## config.mk

```make
export PLATFORM = sky130hd
export DESIGN_NAME = sample_strobe
export DESIGN_NICKNAME = d
export VERILOG_FILES = /design/src/rtl/sample_strobe.sv
export SDC_FILE = /design/constraint.sdc
export NUM_CORES = 1
export LEC_CHECK = 0
export CORE_AREA = 4 4 142 171
export DETAILED_ROUTE_END_ITERATION = 16
export DIE_AREA = 0 0 146 175
export PLACE_DENSITY = 0.62
export RECOVER_POWER = 25
export SKIP_LAST_GASP = 1
export SLEW_MARGIN = 20
export SYNTH_ARGS = -nofsm -noshare
export SYNTH_HDL_FRONTEND = slang
export SYNTH_SLANG_ARGS = --single-unit
```

## constraint.sdc

```tcl
create_clock -name i_clk -period 4.1 [get_ports i_clk]
set_clock_uncertainty 0.2 [all_clocks]
set_input_delay 0.82 -clock i_clk [delete_from_list [all_inputs] [get_ports i_clk]]
set_output_delay 0.82 -clock i_clk [all_outputs]
set_load 0.005 [all_outputs]
```

## src/rtl/sample_strobe.sv

```systemverilog
// sample_strobe: single-cycle sample strobe generator for the correlator front end.
//   Periodic mode emits one strobe every 2**r cycles; nonperiodic mode draws each
//   interval from an LFSR, centred on 2**r cycles.
//   Optional feature macro: SAMPLE_STROBE_COUNT_EN (adds the o_strobeCount counter).
// Ports:
//   i_clk                    clock
//   i_rst_n                  asynchronous active-low reset
//   i_cg                     clock gate, 0 = every flop holds
//   i_reg_sampleRateNegExp   r, interval exponent (clipped to MAX_SAMPLE_RATE_NEGEXP)
//   i_reg_sampleMode         0 = periodic, 1 = nonperiodic
//   i_reg_sampleJitterNegExp j, jitter exponent (clipped to MAX_SAMPLE_JITTER_NEGEXP)
//   o_strobe                 registered one-cycle sample strobe
//   o_strobeCount            strobes since last restart (0 unless SAMPLE_STROBE_COUNT_EN)
module sample_strobe #(
    parameter int          MAX_SAMPLE_RATE_NEGEXP   = 31,
    parameter int          MAX_SAMPLE_JITTER_NEGEXP = 31,
    parameter logic [31:0] LFSR_SEED                = 32'hACE1_0001,
    localparam int         RW_   = $clog2(MAX_SAMPLE_RATE_NEGEXP),
    localparam int         JW_   = $clog2(MAX_SAMPLE_JITTER_NEGEXP),
    localparam int         CNT_W = MAX_SAMPLE_RATE_NEGEXP + 1
) (
    input  logic           i_clk,
    input  logic           i_rst_n,
    input  logic           i_cg,
    input  logic [RW_-1:0] i_reg_sampleRateNegExp,
    input  logic           i_reg_sampleMode,
    input  logic [JW_-1:0] i_reg_sampleJitterNegExp,
    output logic           o_strobe,
    output logic [15:0]    o_strobeCount
);
    localparam int CFG_W = RW_ + 1 + JW_;

    logic [CNT_W-1:0] r_cnt;
    logic [CFG_W-1:0] r_shadow;
    logic [31:0]      r_lfsr;
    logic             r_strobe;

    logic [31:0]      w_r;
    logic [31:0]      w_j;
    logic [31:0]      w_k;
    logic             w_jit;
    logic [CNT_W-1:0] w_base;
    logic [CNT_W-1:0] w_half;
    logic [CNT_W-1:0] w_mask;
    logic [CNT_W-1:0] w_len;
    logic [CFG_W-1:0] w_cfg;
    logic             w_chg;
    logic             w_strobe_d;
    logic [CNT_W-1:0] w_cnt_d;
    logic [31:0]      w_lfsr_d;

    assign w_r = (32'(i_reg_sampleRateNegExp) > 32'(MAX_SAMPLE_RATE_NEGEXP)) ?
                 32'(MAX_SAMPLE_RATE_NEGEXP) : 32'(i_reg_sampleRateNegExp);
    assign w_j = (32'(i_reg_sampleJitterNegExp) > 32'(MAX_SAMPLE_JITTER_NEGEXP)) ?
                 32'(MAX_SAMPLE_JITTER_NEGEXP) : 32'(i_reg_sampleJitterNegExp);

    // Jitter window spans 2**k values centred on 2**r; only when j' < r'
    assign w_jit  = i_reg_sampleMode && (w_j < w_r);
    assign w_k    = w_r - w_j;
    assign w_base = CNT_W'(1) << w_r;
    assign w_half = CNT_W'(1) << (w_k - 32'd1);
    assign w_mask = (CNT_W'(1) << w_k) - CNT_W'(1);
    assign w_len  = w_jit ? w_base - w_half + (CNT_W'(r_lfsr) & w_mask) : w_base;

    // A config change restarts the interval and suppresses a coincident strobe
    assign w_cfg      = {i_reg_sampleRateNegExp, i_reg_sampleMode, i_reg_sampleJitterNegExp};
    assign w_chg      = w_cfg != r_shadow;
    assign w_strobe_d = (r_cnt == '0) && !w_chg;
    assign w_cnt_d    = ((r_cnt == '0) || w_chg) ? w_len - CNT_W'(1) : r_cnt - CNT_W'(1);

    // Galois right-shift LFSR, x^32+x^22+x^2+x+1; a nonzero seed never reaches 0
    assign w_lfsr_d = {1'b0, r_lfsr[31:1]} ^ (r_lfsr[0] ? 32'h8020_0003 : 32'h0);

    always_ff @(posedge i_clk or negedge i_rst_n) begin
        if (!i_rst_n) begin
            r_cnt    <= '0;
            r_shadow <= '0;
            r_lfsr   <= LFSR_SEED;
            r_strobe <= 1'b0;
        end else if (i_cg) begin
            r_cnt    <= w_cnt_d;
            r_shadow <= w_cfg;
            r_lfsr   <= w_lfsr_d;
            r_strobe <= w_strobe_d;
        end
    end

    assign o_strobe = r_strobe;

`ifdef SAMPLE_STROBE_COUNT_EN
    logic [15:0] r_count;

    always_ff @(posedge i_clk or negedge i_rst_n) begin
        if (!i_rst_n)
            r_count <= '0;
        else if (i_cg)
            r_count <= w_chg ? 16'd0 : r_count + {15'd0, w_strobe_d};
    end

    assign o_strobeCount = r_count;
`else
    assign o_strobeCount = 16'd0;
`endif

endmodule

```

==> summary.md, run 1 <==
| Metric | Value |
|---|---|
| Netlist cell types | `86` |
| CP most frequent cell | `buf_4` |
| Worst min-delay path startpoint | `r_lfsr[24]$_DFFE_PN0P_` |
| Total core area | `roughly 22000 µm²` |
| Sequential element share of the synthesized area | `0.214` |
| Top-Level Pins | `31` |
| Worst Path Max Fanout | `6` |
| Mapped Avg Cell Area | `7.74 µm²` |
| Largest area contributor in the netlist | `dfrtp_1` |
| Cell Area, Synth | `8920 µm²` |
| WL/cell | `18.2 µm` |
| Fillers | `1835` |
| Clk Latency, worst-skew pair | `0.35 ns` |
| CP peak stage delay | `about 0.52 ns` |
| Crit path DAT | `just over 6 ns` |
| Placed instance area | `12200 µm²` |
| Largest cells by area after synthesis | `dfrtp_1 (19%), fa_1 (7.2%), nor2_1 (5.9%), mux2_2 (5.8%), nand2_1 (5.6%)` |
| WHS Endpoint | `r_lfsr[23]$_DFFE_PN1P_` |
| Antenna diode count | `0` |
| Worst vdd ir | `0.000393 V` |
| Top FF cell, synth | `dfrtp_1` |
| WS Path Type | `input port to register` |
| Setup crit end kind | `register` |
| First-pass GRT wire length | `between 50000 and 60000 µm` |
| Drc violations | `0` |
| Vias in the first global route | `between 9000 and 10000` |
| YS warnings | `0` |
| Clock tree sinks | `76` |
| Die Y | `175 µm` |
| Status | `finished, violations left` |
| Most frequent cells in the layout | `buf_4 (374), nor2_1 (122), nand2_1 (121)` |
| Async SR Flop Fraction | `1.00` |
| Fraction of layout cells with a size suffix above 1 | `0.468` |
| Area grow syn2layout | `57.4%` |
| # setup viols final | `31` |
| Die ar. | `about 26000 µm²` |
| Die width | `146 µm` |
| Failing checks | `capacitance limit, slew limit, setup timing` |
| Post-Route M1 WL | `14100 µm` |
| Met2 wire len | `roughly 17000 µm` |
| Clock Pin Slew Worst Setup and Hold Paths | `0.06 ns` |
| Crit Reg-Reg Startpoint | `r_lfsr[0]$_DFFE_PN1P_` |
| Final slew viol count | `77` |
| Largest net degree at the start of global routing | `77` |
| PnR worst setup slack | `-2.09 ns` |
| Final ANT Viol Nets | `0` |
| Leakage | `~6.3 nW` |
| EDFF count, synth | `0` |
| Startpoint types | `input port` |
| Routed WL | `between 30000 and 40000 µm` |
| RSZ-0062 raised after global routing | `true` |
| GRT overflow | `0` |
| Worst hold margin | `0.328 ns` |
| Hold Violations, Final | `0` |
| Total GRT Usage | `0.251` |
| CTS max path bufs | `2` |
| Crit Reg-Reg Endpoint | `r_cnt[28]$_DFFE_PN0P_` |
| Max-cap violations | `1` |
| Crit-path slowest cell | `fa_1` |
| Reg2Reg Setup Slack | `-0.23 ns` |
| Critical Path RT | `4.13 ns` |
| Cts-stage hold buffer count | `0` |
| Yosys top cell area share | `0.188` |
| HP Class | `register to register` |
| Met3 WL post-DR | `1000 µm` |
| Fmax | `around 160 MHz` |
| Hold Path Depth | `1` |
| Highest Signal Layer | `met4` |
| Commonest non-fill, non-tap cell in the layout | `buf_4` |
| CTS tree | `built` |
| Port Buffers | `14` |
| Row count | `60` |
| Antenna violations before repair | `0` |
| Worst Tran Pin Value | `2.06 ns` |
| #FFs+latches synth | `76` |
| Final Cell Area | `between 10000 and 15000 µm²` |
| Vias/cell | `5.46` |
| CTS H-tree lvls | `3` |
| Initial core utilization | `0.397` |
| GP Congestion | `slightly below 1` |
| Post-layout min period | `6.19 ns` |
| Slew headroom | `-0.376` |
| DP HPWL | `~25000 µm` |
| R2R depth | `17` |
| Syn Inst Count | `1153` |
| Tcrit/Tclk final | `1.51` |
| Vias post-DR | `between 9000 and 10000` |
| Iter 0 DRT Violations | `641` |
| DRT Pass-1 Iters | `5` |
| Power Density | `just under 900 nW/µm²` |
| Final core utilization | `0.626` |
| Root buf cell | `clkbuf_16` |
| Nets | `about 1600` |
| Final Power | `12.3 mW` |
| Inserted Clock Buffers | `9` |
-- layout make-up --
class / count / area [µm²] / share of cell area
inverters: 79 / 317 / 0.0225
flip-flops and latches: 76 / 1910 / 0.136
clock inverters: 6 / 63.8 / 0.00454
multi-input cells: 945 / 7720 / 0.550
clock buffers: 10 / 239 / 0.0170
well taps: 279 / 349 / 0.0249
repair buffers: 430 / 3440 / 0.245
-- worst max path at each step --
stage	startpoint	endpoint	slack [ns]	depth (start not counted)
global placement	i_reg_sampleRateNegExp[0]	r_cnt[16]$_DFFE_PN0P_	-3.04	25
floorplan	i_reg_sampleRateNegExp[0]	r_cnt[28]$_DFFE_PN0P_	-2.26	29
CTS	i_reg_sampleRateNegExp[0]	r_cnt[28]$_DFFE_PN0P_	-2.09	28
finish	i_reg_sampleRateNegExp[0]	r_cnt[28]$_DFFE_PN0P_	-2.09	29
global route	i_reg_sampleJitterNegExp[1]	r_cnt[28]$_DFFE_PN0P_	-2.30	28
detailed placement	i_reg_sampleRateNegExp[0]	r_cnt[28]$_DFFE_PN0P_	-3.15	30
-- Yosys cell counts (4+ instances only) --
master / count
a211oi_1: 9
a21boi_0: 6
a21o_1: 14
a21oi_1: 73
a31o_2: 4
a31oi_1: 15
and2_1: 13
and3_1: 9
buf_2: 7
buf_4: 18
clkbuf_1: 37
dfrtp_1: 67
dfstp_2: 9
fa_1: 32
ha_1: 40
inv_1: 79
mux2_2: 46
mux2i_1: 15
nand2_1: 134
nand2b_1: 7
nand3_1: 50
nand3b_1: 4
nand4_1: 14
nor2_1: 141
nor2b_1: 7
nor3_1: 24
nor3b_1: 6
nor4_1: 13
o2111ai_1: 4
o211ai_1: 12
o21a_1: 15
o21ai_0: 65
o21ai_1: 5
o21bai_1: 6
o22ai_1: 4
o311ai_0: 5
o31a_1: 4
o31ai_1: 7
or2_2: 6
or3_1: 4
xnor2_1: 34
xor2_1: 21
-- where the power goes --
part / internal [mW] / switching (mW) / leakage (nW) / total [mW]
registers: 1.10 / 0.301 / 0.884 / 1.40
clock network: 0.487 / 0.344 / 0.144 / 0.831
logic: 5.28 / 4.78 / 5.24 / 10.1
total: 6.86 / 5.43 / 6.27 / 12.3
-- critical path: cells and delay by family --
kind / cells / cell delay [ns]
adder cells (fa/ha/maj): 4 / 1.33
multiplexers: 1 / 0.26
XOR/XNOR: 2 / 0.33
buffers and inverters: 7 / 0.82
AND/OR/NAND/NOR: 7 / 1.10
AO/OA/AOI/OAI: 8 / 1.53
-- registers in the layout, summed over array words and instances, names as in the netlist --
name	cells
r_shadow	11
r_lfsr	32
r_cnt	32
o_strobe	1
-- cells by family (layout without fill, tap and decap cells) --
family,count (synthesis),after routing,synth area share
multiplexers,65,65,0.0818
AO/OA/AOI/OAI,280,280,0.203
adder cells (fa/ha/maj),72,72,0.128
AND/OR/NAND/NOR,457,457,0.246
other,1,16,0.000420
XOR/XNOR,55,55,0.0540
flip-flops,76,76,0.214
buffers and inverters,147,525,0.0729
-- per-layer routing --
metal | vias to the layer above | track usage
li1 | 4834 | -
met1 | 4807 | 0.311
met2 | 243 | 0.444
met3 | 88 | 0.0272
met4 | 0 | 0.105
met5 | - | 0
-- what timing repair did --
| action | in CTS | in global routing |
|---|---|---|
| pin swaps | 116 | 99 |
| endpoints found under the setup margin | 32 | 32 |
| gates resized for setup | 167 | 124 |
| buffers inserted | 54 | 22 |
| gates cloned | 1 | 0 |
-- through the flow --
step                setup TNS (ns)  setup WS [ns]  std cells
global route                -60.71          -2.30       1825
global placement            -82.29          -3.04       1746
detailed placement          -84.86          -3.15       1746
finish                      -54.51          -2.09       1825
CTS                         -54.92          -2.09       1816
floorplan                   -53.84          -2.26       1168
Power figures use the tool's default switching activity.
==> run 2: changes to the inputs <==
==> config.mk (replaced) <==
export PLATFORM = sky130hd
export DESIGN_NAME = sample_strobe
export DESIGN_NICKNAME = d
export VERILOG_FILES = /design/src/rtl/sample_strobe.sv
export SDC_FILE = /design/constraint.sdc
export NUM_CORES = 1
export LEC_CHECK = 0
export CORE_AREA = 2 2 140 169
export DETAILED_ROUTE_END_ITERATION = 16
export DIE_AREA = 0 0 142 171
export PLACE_DENSITY = 0.62
export RECOVER_POWER = 25
export SETUP_SLACK_MARGIN = 0.5
export SKIP_LAST_GASP = 1
export SYNTH_ARGS = -nofsm -noshare
export SYNTH_HDL_FRONTEND = slang
export SYNTH_SLANG_ARGS = --single-unit
==> run 2 against run 1 <==
Compared with the run above:
- the flow still finishes with violations (capacitance limit, slew limit, setup timing)
- wire length hardly changed
- largest cell class unchanged
- die area is 5.0% lower
- largest power group unchanged
- sequential share of layout area is 0.15 points higher
- core utilization is 1.7 points lower
==> summary.md, run 2 (same netlist as run 1, synthesis figures left out) <==
| Metric | Value |
|---|---|
| Total GRT Usage | `0.271 (was 0.251)` |
| Setup crit end kind | `register (unchanged)` |
| Die Y | `171 µm (was 175 µm)` |
| Clk Latency, worst-skew pair | `0.36 ns (was 0.35 ns)` |
| Final Cell Area | `13900 µm² (was 14000 µm²)` |
| Crit path DAT | `6.37 ns (was 6.22 ns)` |
| CP peak stage delay | `0.49 ns (was 0.52 ns)` |
| Top-Level Pins | `31 (unchanged)` |
| Setup TNS | `-58.76 ns (was -54.51 ns)` |
| First-pass GRT wire length | `51600 µm (was 51800 µm)` |
| Fraction of layout cells with a size suffix above 1 | `0.452 (was 0.468)` |
| Crit Reg-Reg Endpoint | `r_cnt[28]$_DFFE_PN0P_ (unchanged)` |
| Worst Tran Pin Value | `2.04 ns (was 2.06 ns)` |
| Area grow syn2layout | `55.7% (was 57.4%)` |
| Inserted Clock Buffers | `9 (unchanged)` |
| Cts-stage hold buffer count | `0 (unchanged)` |
| Final slew viol count | `77 (unchanged)` |
| CTS H-tree lvls | `3 (unchanged)` |
| R2R depth | `16 (was 17)` |
| Commonest non-fill, non-tap cell in the layout | `buf_4 (unchanged)` |
| Failing checks | `capacitance limit, slew limit, setup timing (unchanged)` |
| Port Buffers | `14 (unchanged)` |
| WL/cell | `18.2 µm (about the same)` |
| Final ANT Viol Nets | `0 (unchanged)` |
| Final core utilization | `0.609 (was 0.626)` |
| Critical Path RT | `4.14 ns (was 4.13 ns)` |
| DP HPWL | `25200 µm (was 25400 µm)` |
| CP Capture Point | `r_cnt[28]$_DFFE_PN0P_ (unchanged)` |
| Root buf cell | `clkbuf_16 (unchanged)` |
| Power Density | `861 nW/µm² (was 875 nW/µm²)` |
| Worst vdd ir | `0.000399 V (was 0.000393 V)` |
| Row count | `61 (was 60)` |
| Cell class contributing the biggest share of worst-path delay | `simple AND/OR/NAND/NOR gates (was compound AO/OA/AOI/OAI gates)` |
| Antenna violations before repair | `0 (unchanged)` |
| Slew headroom | `-0.361 (was -0.376)` |
| Worst Path Max Fanout | `6 (unchanged)` |
| CP most frequent cell | `buf_6 (was buf_4)` |
| Status | `finished, violations left (unchanged)` |
| Routed WL | `33200 µm (about the same)` |
| DRT Pass-1 Iters | `5 (unchanged)` |
| # setup viols final | `32 (was 31)` |
| Fmax | `158 MHz (was 162 MHz)` |
| CTS tree | `built (unchanged)` |
| Total core area | `22800 µm² (was 22400 µm²)` |
| Largest net degree at the start of global routing | `77 (unchanged)` |
| Drc violations | `0 (unchanged)` |
| Crit-path slowest cell | `fa_1 (unchanged)` |
| Final Power | `12.0 mW (was 12.3 mW)` |
| Post-layout min period | `6.33 ns (was 6.19 ns)` |
| PnR worst setup slack | `-2.23 ns (was -2.09 ns)` |
| Fillers | `1941 (was 1835)` |
| Nets | `1622 (was 1627)` |
| GRT overflow | `0 (unchanged)` |
| Reg2Reg Setup Slack | `-0.11 ns (was -0.23 ns)` |
| Startpoint types | `input port (unchanged)` |
| GP Congestion | `0.970 (was 0.990)` |
| Initial core utilization | `0.391 (was 0.397)` |
| Worst Setup SP | `i_reg_sampleRateNegExp[0] (unchanged)` |
| Hold Violations, Final | `0 (unchanged)` |
| Vias post-DR | `10100 (was 9972)` |
| Iter 0 DRT Violations | `538 (was 641)` |
| Leakage | `6.21 nW (was 6.27 nW)` |
| Tcrit/Tclk final | `1.54 (was 1.51)` |
| Placed instance area | `12100 µm² (was 12200 µm²)` |
| Vias/cell | `5.52 (was 5.46)` |
| HP Class | `register to register (unchanged)` |
| Bufs and invs on worst path | `7 (unchanged)` |
| Most frequent cells in the layout | `buf_4 (371), nand2_1 (127), nor2_1 (118) (was buf_4 (374), nor2_1 (122), nand2_1 (121))` |
| Clock Pin Slew Worst Setup and Hold Paths | `0.06 ns (about the same)` |
| Die ar. | `24300 µm² (was 25600 µm²)` |
| Vias in the first global route | `10100 (was 9960)` |
| Antenna diode count | `0 (unchanged)` |
| Die width | `142 µm (was 146 µm)` |
| WS Path Type | `input port to register (unchanged)` |
| Largest regs | `r_cnt (32), r_lfsr (32), r_shadow (11) (unchanged)` |
| Max-cap violations | `1 (unchanged)` |
| Crit Reg-Reg Startpoint | `r_lfsr[16]$_DFFE_PN1P_ (was r_lfsr[0]$_DFFE_PN1P_)` |
| Clock tree sinks | `76 (unchanged)` |
| RSZ-0062 raised after global routing | `true (unchanged)` |
| CTS max path bufs | `2 (unchanged)` |
| Worst path depth | `31 (was 29)` |
==> run 2: changes by cell type in the layout (fill, tap and decap cells not counted), sizes merged <==
| cell | delta |
|---|---|
| buf | -6 |
| bufinv | +1 |
| clkbuf | -3 |
| clkdlybuf4s15 | +3 |
| clkinv | -1 |
| clkinvlp | -1 |
| inv | +2 |
==> run 2: repair_timing <==
item                                    in CTS  in global routing
pin swaps                                  122                 61
gates resized for setup                    175                 63
gates cloned                                 0                  0
buffers inserted                            50                 20
endpoints found under the setup margin      32                 32
==> run 2: worst min path at each step <==
stage / from / slack, ns / to / depth (start not counted)
global placement: r_lfsr[21]$_DFFE_PN1P_ / 0.31 / r_lfsr[21]$_DFFE_PN1P_ / 2
detailed placement: r_lfsr[25]$_DFFE_PN0P_ / 0.32 / r_lfsr[24]$_DFFE_PN0P_ / 1
CTS: r_shadow[7]$_DFFE_PN0P_ / 0.33 / r_shadow[7]$_DFFE_PN0P_ / 1
global route: r_lfsr[6]$_DFFE_PN0P_ / 0.35 / r_lfsr[5]$_DFFE_PN0P_ / 1
finish: r_lfsr[25]$_DFFE_PN0P_ / 0.33 / r_lfsr[24]$_DFFE_PN0P_ / 1
floorplan: r_cnt[31]$_DFFE_PN0P_ / 0.27 / r_cnt[31]$_DFFE_PN0P_ / 2
==> run 2: layout make-up <==
cell class / count / area [µm²] / area share
Sequential cell: 76 / 1910 / 0.138
Clock inverter: 7 / 98.8 / 0.00712
Inverter: 79 / 314 / 0.0226
Clock buffer: 9 / 225 / 0.0162
Tap cell: 283 / 354 / 0.0255
Timing Repair Buffer: 425 / 3390 / 0.244
Multi-Input combinational cell: 945 / 7600 / 0.547
==> run 2: through the flow <==
step                      cells  hold WS, ns  setup WS (ns)
after floorplan            1168        0.271          -2.26
after global placement     1738        0.307          -3.01
after detailed placement   1738        0.317          -3.06
after CTS                  1804        0.333          -2.11
after global routing       1824        0.351          -2.42
final                      1824        0.329          -2.23
==> run 2: where the power goes <==
part / internal [mW] / switching (mW)
sequential: 1.10 / 0.311
clock: 0.538 / 0.358
combinational: 5.04 / 4.61
==> run 2: layer usage <==
metal,wire [µm],global-route usage
met4,1970,0.144
met3,1310,0.0319
met5,0,0
met2,16500,0.481
met1,13500,0.320
==> edit, RTL diff (flow settings as in run 1) <==
The option `SAMPLE_STROBE_COUNT_EN` is turned on by a define.
--- a/src/rtl/sample_strobe.sv
+++ b/src/rtl/sample_strobe.sv
@@ -11,6 +11,8 @@
 //   i_reg_sampleJitterNegExp j, jitter exponent (clipped to MAX_SAMPLE_JITTER_NEGEXP)
 //   o_strobe                 registered one-cycle sample strobe
 //   o_strobeCount            strobes since last restart (0 unless SAMPLE_STROBE_COUNT_EN)
+`define SAMPLE_STROBE_COUNT_EN
+
 module sample_strobe #(
     parameter int          MAX_SAMPLE_RATE_NEGEXP   = 31,
     parameter int          MAX_SAMPLE_JITTER_NEGEXP = 31,
Check against the original RTL: not equivalent (Yosys sat finds a counterexample within 4 cycles, from zero or initial values and one cycle with i_rst_n low).
==> edit against run 1 <==
Final area grew 4.6%. Clock power increased by 7.3%. Critical path depth down 4. Non-clock buffer count shrank 21. Wire length up 3.5%. Cell count increased by 0.71%. The flow still finishes with violations (max-capacitance violations, max-slew violations, negative setup slack). Total power fell by 3.4%. Largest cell class unchanged. Sequential share of layout area up 2.1 points. Setup slack got worse by 0.38 ns. Sequential cell count increased by 16. Synthesized cell count grew 3.2%. Area after synthesis increased by 8.8%. Count of clock-buffer cells in the layout shrank 1.
==> edit: results <==
{
  "nets": 1642,
  "p_sw_frac": 0.447,
  "synth_ff_type": "dfrtp_1",
  "violations": "max-capacitance violations, max-slew violations, negative setup slack",
  "drive_above_1_share": 0.437,
  "tightest_slew_ns": 3.07,
  "grt_overflow_total": 0,
  "drv_cap": 1,
  "drt-total-wl_um": 34400,
  "leakagePower_nw": 6.40,
  "drt_iter0_markers": 547,
  "n_antenna_cell": 0,
  "internal_power_mw": 6.57,
  "slew_viol_final": 51,
  "critPathMaxFanout": 10,
  "setup_ws_ns": -2.47,
  "ys_async_sr_fraction": 1.00,
  "p_seq_mw": 1.54,
  "yosys-top-cells-area": "dfrtp_1, fa_1, mux2_2",
  "grt_max_degree": 52,
  "dr.pass1.iters": 5,
  "max_stage_delay_ns": 0.57,
  "clk_latency_ns": 0.37,
  "crit_family": "compound AO/OA/AOI/OAI gates",
  "routed_via_density": 5.59,
  "ys_seq_area_frac": 0.238,
  "dp_hpwl_um": 26500,
  "first_global_vias": 10400,
  "syn_nets": 1278,
  "status": "finished, violations left",
  "ir_drop_mv": 0.326,
  "ys_types": 90,
  "tns_ns": -59.93,
  "htreeDepth": 3,
  "grt_pass1_wl_um": 54900,
  "fillCellCount": 1916,
  "cts_buffer_depth": 2,
  "powerComb_mw": 9.45,
  "yosys_warnings": 0,
  "yosys-top-cells-count": "nor2_1, nand2_1, dfrtp_1, a21oi_1, inv_1",
  "crit_arrival_ns": 6.62,
  "setup_viol": 31,
  "grt_antenna_before_repair": 0,
  "port_buffers": 30,
  "critPathSlowestCell": "fa_1",
  "place.gp.congestion": 0.982,
  "grt_util_all_layers": 0.264
}
edit: changes by cell type after synthesis, sizes merged, moves of 6 or more:
| cell | before | now |
|---|---|---|
| a21oi | 73 | 81 |
| o21a | 15 | 6 |
| or3 | 4 | 17 |
| nor4 | 15 | 22 |
| mux2 | 47 | 56 |
| xor2 | 21 | 34 |
| dfrtp | 67 | 83 |
| nor2 | 143 | 137 |
| buf | 31 | 16 |
edit: routing by layer:
metal / global-route usage / up-vias / wire [um]
li1: - / 4951 / -
met3: 0.0283 / 78 / 1200
met1: 0.334 / 4976 / 14700
met5: 0 / - / 0
met2: 0.466 / 276 / 17100
met4: 0.101 / 0 / 1400
edit: through the flow:
stage | cell area, um^2 | instances | hold slack [ns] | setup slack, ns
after CTS | 14400 | 1832 | 0.316 | -2.34
after detailed placement | 13200 | 1776 | 0.301 | -3.30
after floorplan | 10400 | 1190 | 0.272 | -2.59
after global placement | 13200 | 1776 | 0.291 | -3.26
after global routing | 14700 | 1838 | 0.343 | -2.74
final | 14700 | 1838 | 0.314 | -2.47
edit: logic make-up after synthesis:
family,Yosys count,share of synthesized area
buffers and inverters,132,0.0576
DFF,92,0.238
and+or+nand+nor,477,0.251
xor gates and xnor gates,73,0.0659
muxes,74,0.0869
AOI/OAI and AO/OA,268,0.180
adders and majority gates,74,0.120
edit: repair_timing:
action,CTS,global route
endpoints found under the hold margin,0,0
setup buffers,45,16
pin swaps,93,74
resized for setup,155,56
hold buffers,0,0
setup endpoints to repair,32,32
edit: cell type report:
class	count	area [um^2]	area share
tap	279	349	0.0238
multi-input combinational	966	8130	0.553
timing repair buffer	409	3300	0.224
inverter	76	293	0.0199
sequential	92	2310	0.157
clock inverter	7	85.1	0.00579
clock buffer	9	225	0.0153
edit: path summary, 6_finish.rpt:
| kind | slack, ns | to | startpoint | cells past startpoint |
|---|---|---|---|---|
| max in group asynchronous | 0.69 | r_cnt[29]$_DFFE_PN0P_ | i_rst_n | 1 |
| setup reg to reg | -0.64 | r_cnt[24]$_DFFE_PN0P_ | r_lfsr[0]$_DFFE_PN1P_ | 17 |
| setup / recovery | -2.47 | r_cnt[24]$_DFFE_PN0P_ | i_reg_sampleRateNegExp[2] | 25 |
| min in group asynchronous | 1.27 | r_lfsr[20]$_DFFE_PN0P_ | i_rst_n | 1 |
| hold / removal | 0.31 | r_lfsr[21]$_DFFE_PN1P_ | r_lfsr[21]$_DFFE_PN1P_ | 2 |
| hold reg to reg | 0.31 | r_lfsr[21]$_DFFE_PN1P_ | r_lfsr[21]$_DFFE_PN1P_ | 2 |
edit: worst min-delay path, delay by kind of cell, from the launching register on:
kind,cells,cell delay (ns)
flops,1,0.38
compound gates,1,0.04
simple gates,1,0.10
